`config.mk`:
```
export PLATFORM = sky130hd
export DESIGN_NAME = txfifo_rd_framer
export DESIGN_NICKNAME = d
export VERILOG_FILES = /design/src/rtl/txfifo_rd_framer.sv
export SDC_FILE = /design/constraint.sdc
export NUM_CORES = 1
export LEC_CHECK = 0
export CORE_UTILIZATION = 41
export CTS_CLUSTER_SIZE = 16
export DETAILED_ROUTE_END_ITERATION = 8
export PLACE_DENSITY_LB_ADDON = 0.2
export SLEW_MARGIN = 30
export SYNTH_ARGS = -nofsm -noshare
export SYNTH_HDL_FRONTEND = slang
export SYNTH_SLANG_ARGS = --single-unit
```
`constraint.sdc`:
```
create_clock -name clk -period 6.8 [get_ports clk]
set_clock_uncertainty 0.15 [all_clocks]
set_input_delay 1.02 -clock clk [delete_from_list [all_inputs] [get_ports clk]]
set_output_delay 1.02 -clock clk [all_outputs]
set_load 0.1 [all_outputs]
```
`src/rtl/txfifo_rd_framer.sv`:
```
// txfifo_rd_framer: read-side engine for the 1024x64 TX FIFO (rdclk domain).
// Pops a length descriptor, then the packet's data words, and presents them as a
// valid/ready stream with SOP/EOP/MOD framing. Illegal lengths are dropped.
// Optional build macro: TXRD_STATS_EN adds pkt_cnt/byte_cnt outputs.
module txfifo_rd_framer #(
    parameter int WIDTH   = 64,
    parameter int LEN_W   = 16,
    parameter int MAX_LEN = 9600
) (
    input  logic             clk,
    input  logic             reset_,
    output logic             fifo_rdreq,
    input  logic [WIDTH-1:0] fifo_q,
    input  logic             fifo_rdempty,
    input  logic             tx_rdy,
    output logic             tx_val,
    output logic [WIDTH-1:0] tx_data,
    output logic             tx_sop,
    output logic             tx_eop,
    output logic [2:0]       tx_mod,
    output logic             busy,
    output logic             len_err
`ifdef TXRD_STATS_EN
    ,
    output logic [31:0]      pkt_cnt,
    output logic [31:0]      byte_cnt
`endif
);

    // Word count of a LEN_W-bit length: (len+7)>>3 needs LEN_W+1 bits before the shift.
    localparam int REM_W = LEN_W - 2;

    typedef enum logic [1:0] {S_IDLE, S_HDR, S_DATA, S_DROP} state_t;
    typedef enum logic [1:0] {TG_NONE, TG_HDR, TG_DATA, TG_DROP} tag_t;

    typedef struct packed {
        logic [WIDTH-1:0] data;
        logic             sop;
        logic             eop;
        logic [2:0]       mod;
    } beat_t;

    state_t           state_q, state_d;
    logic [REM_W-1:0] rem_q, rem_d;
    logic             first_q, first_d;
    logic [2:0]       mod_q, mod_d;
    logic             len_err_q, len_err_d;

    // Tag and framing of the read issued last cycle; its word is on fifo_q now.
    tag_t             tag_q, tag_d;
    logic             isop_q, isop_d;
    logic             ieop_q, ieop_d;
    logic [2:0]       imod_q, imod_d;

    beat_t            obuf_q [2];
    logic             wr_ptr_q, rd_ptr_q;
    logic [1:0]       occ_q;

    logic             issue, pop, push, inflight, room, can_data, too_big;
    logic [2:0]       fill;
    logic [LEN_W-1:0] len_in;
    logic [REM_W-1:0] words_in;
    beat_t            head;

    assign head    = obuf_q[rd_ptr_q];
    assign tx_val  = (occ_q != 2'd0);
    assign tx_data = head.data;
    assign tx_sop  = head.sop;
    assign tx_eop  = head.eop;
    assign tx_mod  = head.mod;
    assign len_err = len_err_q;
    // A DATA word still in flight counts as buffered, so busy never dips mid-drain.
    assign busy    = (state_q != S_IDLE) || (occ_q != 2'd0) || (tag_q == TG_DATA);
    assign fifo_rdreq = issue;

    assign pop      = tx_val && tx_rdy;
    assign push     = (tag_q == TG_DATA);
    assign inflight = (tag_q == TG_DATA);
    // Space check credits this cycle's pop so a full-rate stream keeps 1 word/clk.
    assign fill     = {1'b0, occ_q} + {2'b0, inflight} - {2'b0, pop};
    assign room     = (fill < 3'd2);
    assign can_data = room && !fifo_rdempty;
    assign len_in   = fifo_q[LEN_W-1:0];
    assign words_in = REM_W'(({1'b0, len_in} + (LEN_W+1)'(7)) >> 3);
    assign too_big  = ({1'b0, len_in} > (LEN_W+1)'(MAX_LEN));

    // Next-state, read issue and per-read framing tags.
    always_comb begin
        state_d   = state_q;
        rem_d     = rem_q;
        first_d   = first_q;
        mod_d     = mod_q;
        len_err_d = 1'b0;
        issue     = 1'b0;
        tag_d     = TG_NONE;
        isop_d    = 1'b0;
        ieop_d    = 1'b0;
        imod_d    = 3'd0;
        case (state_q)
            S_IDLE: begin
                if (!fifo_rdempty) begin
                    issue   = 1'b1;
                    tag_d   = TG_HDR;
                    state_d = S_HDR;
                end
            end
            S_HDR: begin
                // Descriptor is on fifo_q this cycle; the first data read may go out now.
                mod_d = len_in[2:0];
                if (len_in == '0) begin
                    len_err_d = 1'b1;
                    state_d   = S_IDLE;
                end else if (too_big) begin
                    len_err_d = 1'b1;
                    rem_d     = words_in;
                    state_d   = S_DROP;
                end else if (can_data) begin
                    issue   = 1'b1;
                    tag_d   = TG_DATA;
                    isop_d  = 1'b1;
                    ieop_d  = (words_in == REM_W'(1));
                    imod_d  = ieop_d ? len_in[2:0] : 3'd0;
                    rem_d   = words_in - REM_W'(1);
                    first_d = 1'b0;
                    state_d = ieop_d ? S_IDLE : S_DATA;
                end else begin
                    rem_d   = words_in;
                    first_d = 1'b1;
                    state_d = S_DATA;
                end
            end
            S_DATA: begin
                if (can_data) begin
                    issue   = 1'b1;
                    tag_d   = TG_DATA;
                    isop_d  = first_q;
                    ieop_d  = (rem_q == REM_W'(1));
                    imod_d  = ieop_d ? mod_q : 3'd0;
                    rem_d   = rem_q - REM_W'(1);
                    first_d = 1'b0;
                    if (ieop_d) state_d = S_IDLE;
                end
            end
            S_DROP: begin
                if (!fifo_rdempty) begin
                    issue = 1'b1;
                    tag_d = TG_DROP;
                    rem_d = rem_q - REM_W'(1);
                    if (rem_q == REM_W'(1)) state_d = S_IDLE;
                end
            end
            default: state_d = S_IDLE;
        endcase
        if (!reset_) begin
            issue = 1'b0;
            tag_d = TG_NONE;
        end
    end

    // FSM state, packet counters and in-flight read tag.
    always_ff @(posedge clk) begin
        if (!reset_) begin
            state_q   <= S_IDLE;
            rem_q     <= '0;
            first_q   <= 1'b0;
            mod_q     <= 3'd0;
            len_err_q <= 1'b0;
            tag_q     <= TG_NONE;
            isop_q    <= 1'b0;
            ieop_q    <= 1'b0;
            imod_q    <= 3'd0;
        end else begin
            state_q   <= state_d;
            rem_q     <= rem_d;
            first_q   <= first_d;
            mod_q     <= mod_d;
            len_err_q <= len_err_d;
            tag_q     <= tag_d;
            isop_q    <= isop_d;
            ieop_q    <= ieop_d;
            imod_q    <= imod_d;
        end
    end

    // Two-entry output buffer; the head entry stays put while the sink stalls.
    always_ff @(posedge clk) begin
        if (!reset_) begin
            obuf_q[0] <= '0;
            obuf_q[1] <= '0;
            wr_ptr_q  <= 1'b0;
            rd_ptr_q  <= 1'b0;
            occ_q     <= 2'd0;
        end else begin
            if (push) begin
                obuf_q[wr_ptr_q] <= '{data: fifo_q, sop: isop_q, eop: ieop_q, mod: imod_q};
                wr_ptr_q         <= ~wr_ptr_q;
            end
            if (pop) rd_ptr_q <= ~rd_ptr_q;
            occ_q <= occ_q + {1'b0, push} - {1'b0, pop};
        end
    end

`ifdef TXRD_STATS_EN
    logic [31:0] pkt_cnt_q, byte_cnt_q, pkt_bytes_q;
    assign pkt_cnt  = pkt_cnt_q;
    assign byte_cnt = byte_cnt_q;

    // Per-packet byte tally, committed to the totals only on the EOP transfer.
    always_ff @(posedge clk) begin
        if (!reset_) begin
            pkt_cnt_q   <= '0;
            byte_cnt_q  <= '0;
            pkt_bytes_q <= '0;
        end else if (pop) begin
            if (head.eop) begin
                pkt_cnt_q   <= pkt_cnt_q + 32'd1;
                byte_cnt_q  <= byte_cnt_q + pkt_bytes_q +
                               ((head.mod == 3'd0) ? 32'd8 : {29'd0, head.mod});
                pkt_bytes_q <= '0;
            end else begin
                pkt_bytes_q <= pkt_bytes_q + 32'd8;
            end
        end
    end
`endif

endmodule

```
Yosys cells after proc, flatten, opt, wreduce, memory -nomap -nowiden. Memories as Yosys holds them, arrays and structs flattened. A register that Yosys moved wholly into a read port is not among the register bits. Index checks and enable logic that the tools add are counted.

Equality and inequality tests: 11. Shift operators: 0. Reduce and logical (&&, ||, !) cells: 17. Multiplexer cells: 57. Bitwise operators: 2. Div/mod/pow operators: 0. $mul: 0. Add/subtract/negate cells: 7. Order comparisons: 2.

Operators with widths (number): two-way mux 14 bit (5); two-way mux 69 bit (1); OR reduction 69 bit (1); case mux 14 bit (3 select lines) (1); equality test 14 x 1 -> 1 bit, second input constant (2); subtractor 14 x 1 -> 14 bit, second input constant (2); two-way mux 1 bit (25); two-way mux 2 bit (12); two-way mux 3 bit (6); adder 16 x 3 -> 17 bit, second input constant (1); > comparator 16 x 14 -> 1 bit, second input constant (1); logical NOT 16 bit (1); case mux 2 bit (4 select lines) (2); inequality test 2 bit, second input constant (5); AND reduction 4 bit (2); equality test 2 bit, second input constant (3); case mux 1 bit (2 select lines) (3); case mux 3 bit (2 select lines) (1); nonzero test 2 bit (3); adder 2 x 1 -> 3 bit (1); less-than comparator 3 x 2 -> 1 bit, second input constant (1); case mux 1 bit (3 select lines) (1); AND reduction 3 bit (1); nonzero test 3 bit (1); 11 further kinds (14).

Latch bits: 0. Output and inout port bits: 73. Input bits: 68. Memories kept: 1. Flip-flop bits (word level): 32. RAM bits: 138. Memory bits (read-only): 0. Logic and storage cells: 109.

Memory list: obuf_q (words 2, width 69, read ports 1, clocked after memory_dff 1, write ports 2, line 55) `beat_t obuf_q [2];`.

Longest topological paths before layout. Gate-level depths: netlist (run 1).

Depth in word-level cells: 10. Depth in mapped cells: 14. Depth with buffers taken out: 13.

Worst setup path before layout (run 1). OpenSTA, ideal clock, no wires.

Path kind: input port to output port. Start: input tx_rdy. End: output fifo_rdreq. Data required time: 5.630 ns. Path slack: 0.298 ns. Buffers on the path: 1. Stages: 12. Arrival: 5.332 ns. Cell sequence: and2_1 > ha_1 > inv_1 > ha_1 > inv_1 > fa_1 > nand2b_1 > a2111oi_4 > and2_1 > buf_6 > nand2_1 > a211oi_1.

Word-level cells in the longest chain between the ends: 9.

Ends and longest elaborated chain: from (decl) (line 15) `input logic tx_rdy,`; logical AND 1 bit (*) (line 76) `assign pop = tx_val && tx_rdy;`; subtractor 3 x 1 -> 3 bit (*) (line 80) `assign fill = {1'b0, occ_q} + {2'b0, inflight} - {2'b0, pop};`; less-than comparator 3 x 2 -> 1 bit (*) (line 81) `assign room = (fill < 3'd2);`; logical AND 1 bit (*) (line 82) `assign can_data = room && !fifo_rdempty;`; two-way mux 1 bit (*) (line 117, 133); two-way mux 1 bit (line 113) `end else if (too_big) begin`; two-way mux 1 bit (line 110) `if (len_in == '0) begin`; case mux 1 bit (3 select lines) (*) (line 99) `case (state_q)`; two-way mux 1 bit (*) (line 154) `if (!reset_) begin`; to (decl) (line 12) `output logic fifo_rdreq,`.

Mark *: on every way between the ends. The rest lies on a longest branch, timed or not.

Worst setup path after layout (run 1).
Start: input tx_rdy. End: output fifo_rdreq.

Word-level cells in the longest chain between the ends: 9.

Ends and longest elaborated chain: logical AND 1 bit (*) (line 76); via pop (line 59) `logic issue, pop, push, inflight, room, can_data, too_big;`; subtractor 3 x 1 -> 3 bit (*) (line 80); less-than comparator 3 x 2 -> 1 bit (*) (line 81); logical AND 1 bit (*) (line 82); two-way mux 1 bit (*) (line 117, 133); two-way mux 1 bit (line 113); two-way mux 1 bit (line 110); case mux 1 bit (3 select lines) (*) (line 99); two-way mux 1 bit (*) (line 154).

The timed path passes the listed nets; every way through them passes the cells marked *.

==> results of run 1 <==
sequential cells by signal, summed over array words and instances, names as in the netlist, named ones only:
signal,cells
obuf_q,138
rem_q,14
imod_q,3
mod_q,3
occ_q,2
state_q,2
tag_q,2
first_q,1
ieop_q,1
isop_q,1
len_err,1
rd_ptr_q,1
wr_ptr_q,1
synth_stat cells, drive strengths merged, types with 6 or more instances:
master and number:
and2 141, xor2 6, mux2 69, a21oi 21
nor2 33, nor3 14, nand3 13, edfxtp 138
nand4 9, o21ai 24, nand2b 6, dfxtp 33
clkbuf 37, a31oi 7, nand2 22, ha 12
xnor2 14, inv 12
critical path, delay by kind of cell:
kind,cells,cell delay (ps)
AO/OA/AOI/OAI,2,770
AND/OR/NAND/NOR,4,770
adder cells (fa/ha/maj),3,890
buffers and inverters,4,920
cell families (layout without fill, tap and decap cells):
group / count (synthesis) / count (layout) / synth area share
flops: 171 / 171 / 0.5766
compound gates: 90 / 90 / 0.07268
xor+xnor: 20 / 20 / 0.02102
simple gates: 267 / 267 / 0.1842
buf+inv: 54 / 191 / 0.02582
mux: 74 / 74 / 0.09925
fa+ha+maj: 13 / 13 / 0.02042
stage by stage:
| stage | instances | hold slack (ps) | area, um2 | power [uW] |
|---|---|---|---|---|
| after floorplan | 689 | 291.5 | 8333 | 2580 |
| after detailed placement | 1058 | 310.4 | 9982 | 2962 |
| after CTS | 1090 | 329.9 | 10540 | 3886 |
| final | 1091 | 324.2 | 10560 | 3862 |
| after global routing | 1091 | 350.3 | 10560 | 4007 |
| after global placement | 1057 | 306.3 | 9960 | 2959 |
cell usage in the layout, fill, tap and decap left out, types with 5 or more instances in the layout:
cell and count:
nor3_1 13, nand3_1 13, edfxtp_1 138, xor2_1 6, nor2_1 33, nand4_1 9
a21oi_1 21, dfxtp_1 32, mux2i_1 5, and2_1 141, or3_1 5, xnor2_1 14
clkdlybuf4s50_1 136, ha_1 12, a31oi_1 7, nand2_1 22, o21ai_0 21, mux2_2 69
clkinvlp_4 6, buf_4 5, nor4_1 5, clkbuf_16 17, nand2b_1 5, inv_1 12
power by group through the flow:
stage | Sequential (uW) | Combinational [uW] | Clock (uW)
finish | 1260 | 1680 | 913
global route | 1280 | 1750 | 981
CTS | 1310 | 1630 | 940
detailed placement | 1340 | 1630 | 0
global placement | 1340 | 1620 | 0
floorplan | 1250 | 1330 | 0
final cells by class:
class                   count  area, um2
inverters                  12      45.04
repair buffers            147       1473
clock buffers              18      429.2
clock inverters            14      132.6
flip-flops and latches    171       4808
fillers                  1690       9154
multi-input cells         464       3344
well taps                 265      331.6
per-layer routing:
metal,GRT usage,share of wire
met4,0.05208,0.011
met3,0.03974,0.050
met1,0.2377,0.44
met5,0,0
met2,0.3272,0.49
worst min-delay path by stage:
stage / startpoint / end / depth (start not counted)
detailed placement: mod_q[1] / imod_q[1] / 1
global placement: mod_q[2] / imod_q[2] / 1
CTS: mod_q[1] / imod_q[1] / 1
global route: mod_q[2] / imod_q[2] / 1
floorplan: mod_q[0] / imod_q[0] / 1
finish: mod_q[2] / imod_q[2] / 1
==> results.ini, run 1 <==
[outcome]
outcome = finished clean

[detailed_routing]
vias_per_cell = 5.234
drc_errors = 0
drtIter0Drc = 365
route.antenna.remaining_nets = 0
drt_first_pass_iters = 5
vias = 5710
wl_per_cell_um = 17.67
routed_wl_um = 19280

[timing]
finalHoldViolations = 0
rsz0062_at_grt = false
tightest_slew_ps = 1045
setup_violations = 0
setup_tns_ps = 0
maxSlewViolCount = 0
relSlewSlack = 0.3015
setup_slack_ps = 1261
fin_crit_sh = 0.8145
max_freq_mhz = 180.6
period_needed_ps = 5539

[finish]
fin_util = 0.5358
nNetsFinal = 894
antennaDiodeCount = 0
syn_to_final_growth_pct = 26.77
drive_gt1_frac = 0.1550

[worst_hold_path]
hold_class = reg2reg

[pwr]
p_clk_frac = 0.237
p_leak_uw = 0.003825
switchingPower_uw = 1716
p_sw_frac = 0.4443
p_per_area_nw_per_um2 = 365.6
p_int_uw = 2146
peakVddDrop_mv = 0.2380
pwr-share-comb = 0.436
p_seq_frac = 0.327

[floorplan]
fp.coreArea_um2 = 19720
start_util = 0.4226
fp.dieW_um = 144.6
design.portCount = 141
rows = 51
fp.dieArea_um2 = 20900
die_height_um = 144.6

[synthesis]
yosysWarningCount = 0
synthDistinctLibCells = 61
synth_area_um2 = 8333
synth_edf_count = 138
synth.top_cells.by_area = edfxtp_1 50%, and2_1 11%, mux2_2 9.3%
synth-seq-area-share = 0.5766
syn_nets = 770
yosysTopAreaCellShare = 0.4973
syn_inst = 689
synth_top_cell_by_area = edfxtp_1
synthArstFlopShare = 0
synth_area_per_cell_um2 = 12.09
synthFlopType = edfxtp_1
ys_ff_latch = 171

[flow_run]
drv_cap = 0

[placed_design]
place_hpwl_um = 12400
dp_slack_ps = 1331
placement.io_buffers = 140
place.gp.congestion = 0.8857

[setup_path]
cp.required_ps = 5630
critPathCaptureType = primary output
r2r_slack_ps = 2970
r2r_start = occ_q[1]
critical_path.max_fanout = 8
startpoint = tx_rdy
crit_arrival_ps = 4370
path_class = in2out
setup.worst_path.end = fifo_rdreq
reg2reg_depth = 13
start_kind = primary input
slowest_stage = fa_1
r2r-end = imod_q[1]
worstPathCellList = clkdlybuf4s50_1, and2_1, ha_1, inv_1, ha_1, inv_1, fa_1, nand2b_1, a2111oi_4, and2_1, nand2_1, a211oi_1, buf_4
cpPeakStageDelay_ps = 510

[grt]
grt_max_degree = 71
grt-ovfl-total = 0
grt_pass1_vias = 5741
gr-usage-all-layers = 0.1890
antenna_found_initial = 0
grt_pass1_wl_um = 29820

[clock_tree]
cts_hold_buf = 0
clk_latency_ps = 420
path_clk_slew_ps = 70
clkSinkCount = 171
cts_buffers = 17
cts_tree = done
cts-resized-gates = 0
cts_setup_buffers = 0
htree_levels = 4
cts_root_buf = clkbuf_16
cts_max_path_buffers = 2

Note: power is estimated with default switching activity, not from simulation.
==> run 2: changes to the inputs <==
==> constraint.sdc (replaced) <==
create_clock -name clk -period 5.5 [get_ports clk]
set_clock_uncertainty 0.15 [all_clocks]
set_input_delay 0.825 -clock clk [delete_from_list [all_inputs] [get_ports clk]]
set_output_delay 0.825 -clock clk [all_outputs]
set_load 0.1 [all_outputs]
==> results.ini, run 2 (synthesis results as in run 1) <==
[finish]
finalNonFillerCells = 1092  ; was 1,091
drive_gt1_frac = 0.1572  ; was 0.1550
nNetsFinal = 895  ; was 894
antennaDiodeCount = 0  ; unchanged
syn_to_final_growth_pct = 27.60  ; was 26.77%
layout_common_cells = 141 x and2_1, 138 x edfxtp_1, 137 x clkdlybuf4s50_1  ; was 141 x and2_1, 138 x edfxtp_1, 136 x clkdlybuf4s50_1
largest_reg_flops = 138  ; unchanged
largest_register = obuf_q  ; unchanged
reg_top3 = obuf_q: 138 flops, rem_q: 14 flops  ; unchanged
final_common_cell = and2_1  ; unchanged
final_area_um2 = 10630  ; was 10,560 um2

[placed_design]
place_hpwl_um = 12370  ; was 12,400 um
placement.io_buffers = 140  ; unchanged
place.gp.congestion = 0.8792  ; was 0.8857
placed_area_um2 = 10000  ; was 9982 um2
dp.cells = 1059  ; was 1,058

[outcome]
outcome = finished clean  ; unchanged

[clock_tree]
cts_tree = done  ; unchanged
cts_max_path_buffers = 2  ; unchanged
cts_root_buf = clkbuf_16  ; unchanged
htree_levels = 4  ; unchanged
cts_hold_buf = 0  ; unchanged
clkSinkCount = 171  ; unchanged
cts_setup_buffers = 0  ; unchanged
cts-resized-gates = 0  ; unchanged
clk_latency_ps = 420  ; about the same
cts_buffers = 17  ; unchanged
path_clk_slew_ps = 60  ; was 70 ps

[floorplan]
fp.dieArea_um2 = 20900  ; unchanged
die_height_um = 144.6  ; unchanged
design.portCount = 141  ; unchanged
start_util = 0.4226  ; unchanged
fp.coreArea_um2 = 19720  ; unchanged
rows = 51  ; unchanged
fp.dieW_um = 144.6  ; unchanged

[pwr]
p_per_area_nw_per_um2 = 460.2  ; was 365.6 nW/um2
p_clk_frac = 0.252  ; was 0.237
peakVddDrop_mv = 0.2946  ; was 0.2380 mV
pwr-share-comb = 0.426  ; was 0.436
switchingPower_uw = 2108  ; was 1716 uW
p_int_uw = 2786  ; was 2146 uW
fin_total_pwr_uw = 4893  ; was 3862 uW
p_seq_frac = 0.322  ; was 0.327
p_sw_frac = 0.4307  ; was 0.4443
p_leak_uw = 0.003865  ; was 0.003825 uW

[setup_path]
critPathCaptureType = primary output  ; unchanged
cp.required_ps = 4530  ; was 5630 ps
crit_arrival_ps = 4080  ; was 4370 ps
start_kind = primary input  ; unchanged
slowest_stage = a2111oi_4  ; was fa_1
cpPeakStageDelay_ps = 520  ; was 510 ps
r2r-end = imod_q[1]  ; unchanged
r2r_slack_ps = 1720  ; was 2970 ps
r2r_start = occ_q[1]  ; unchanged
worstPathCellList = clkdlybuf4s50_1, and2_1, ha_1, inv_1, ha_1, inv_1, fa_1, nand2b_1, a2111oi_4, and2_1, nand2_1, a211oi_2, buf_12  ; was clkdlybuf4s50_1, and2_1, ha_1, inv_1, ha_1, inv_1, fa_1, nand2b_1, a2111oi_4, and2_1, nand2_1, a211oi_1, buf_4
critical_path.max_fanout = 8  ; unchanged
reg2reg_depth = 13  ; unchanged
path_class = in2out  ; unchanged

[timing]
fin_crit_sh = 0.9193
max_freq_mhz = 197.8
tightest_slew_ps = 1031  ; was 1045 ps
maxSlewViolCount = 0  ; unchanged
finalHoldViolations = 0  ; unchanged
setup_tns_ps = 0  ; unchanged
relSlewSlack = 0.3106  ; was 0.3015
rsz0062_at_grt = false  ; unchanged
setup_violations = 0  ; unchanged
period_needed_ps = 5056

[detailed_routing]
routed_wl_um = 19070  ; was 19,280 um
route.antenna.remaining_nets = 0  ; unchanged
vias_per_cell = 5.306  ; was 5.234
wl_per_cell_um = 17.46  ; was 17.67 um
drt_first_pass_iters = 5  ; unchanged
drc_errors = 0  ; unchanged
drtIter0Drc = 361  ; was 365
vias = 5794  ; was 5,710

[grt]
grt_max_degree = 70  ; was 71
gr-usage-all-layers = 0.1857  ; was 0.1890
grt_pass1_wl_um = 29310  ; was 29,820 um
antenna_found_initial = 0  ; unchanged
grt_pass1_vias = 5807  ; was 5,741
grt-ovfl-total = 0  ; unchanged

[worst_hold_path]
min_to = imod_q[0]  ; was imod_q[2]
min_from = mod_q[0]  ; was mod_q[2]
hold-path-cell-count = 1  ; unchanged
hold_class = reg2reg  ; unchanged

[flow_run]
drv_cap = 0  ; unchanged

run 2: worst max-delay path: cells and delay by family:
kind	cells	cell delay [ps]
simple gates	4	760
compound gates	2	840
buf+inv	4	790
fa+ha+maj	3	860
run 2: worst max path at each step:
stage,startpoint,end,slack (ps),cells after the start
6_report,tx_rdy,fifo_rdreq,440,13
5_1_grt,tx_rdy,fifo_rdreq,290,13
4_1_cts,tx_rdy,fifo_rdreq,430,13
3_5_place_dp,tx_rdy,fifo_rdreq,450,13
3_3_place_gp,tx_rdy,fifo_rdreq,480,13
2_1_floorplan,occ_q[1],fifo_rdreq,180,13
run 2: power groups by stage:
stage / Sequential [uW] / Clock, uW / Combinational [uW]
finish: 1580 / 1230 / 2080
global route: 1590 / 1320 / 2160
CTS: 1630 / 1260 / 2020
detailed placement: 1650 / 0 / 2020
global placement: 1650 / 0 / 2000
floorplan: 1550 / 0 / 1640
run 2: per-layer routing:
layer | wire length (um) | part of all wire | track usage
met1 | 7947 | 0.42 | 0.2209
met3 | 1179 | 0.062 | 0.04073
met5 | 0 | 0 | 0
met2 | 9665 | 0.51 | 0.3320
met4 | 277 | 0.015 | 0.05762
run 2: area by class of cell:
cell class	count	area (um2)
sequential	171	4808
multi-input combinational	464	3349
clock inverter	15	186.4
tap	265	331.6
inverter	12	45.04
timing repair buffer	148	1486
fill	1649	9085
clock buffer	17	425.4
run 2: per-stage QoR:
stage / hold WS [ps] / util / worst slack (ps)
after global routing: 337.7 / 0.5392 / 293.4
after detailed placement: 303.5 / 0.5071 / 452.0
after global placement: 302.6 / 0.5064 / 480.7
after floorplan: 291.5 / - / 181.5
final: 318.7 / 0.5392 / 443.8
after CTS: 320.4 / 0.5382 / 430.2
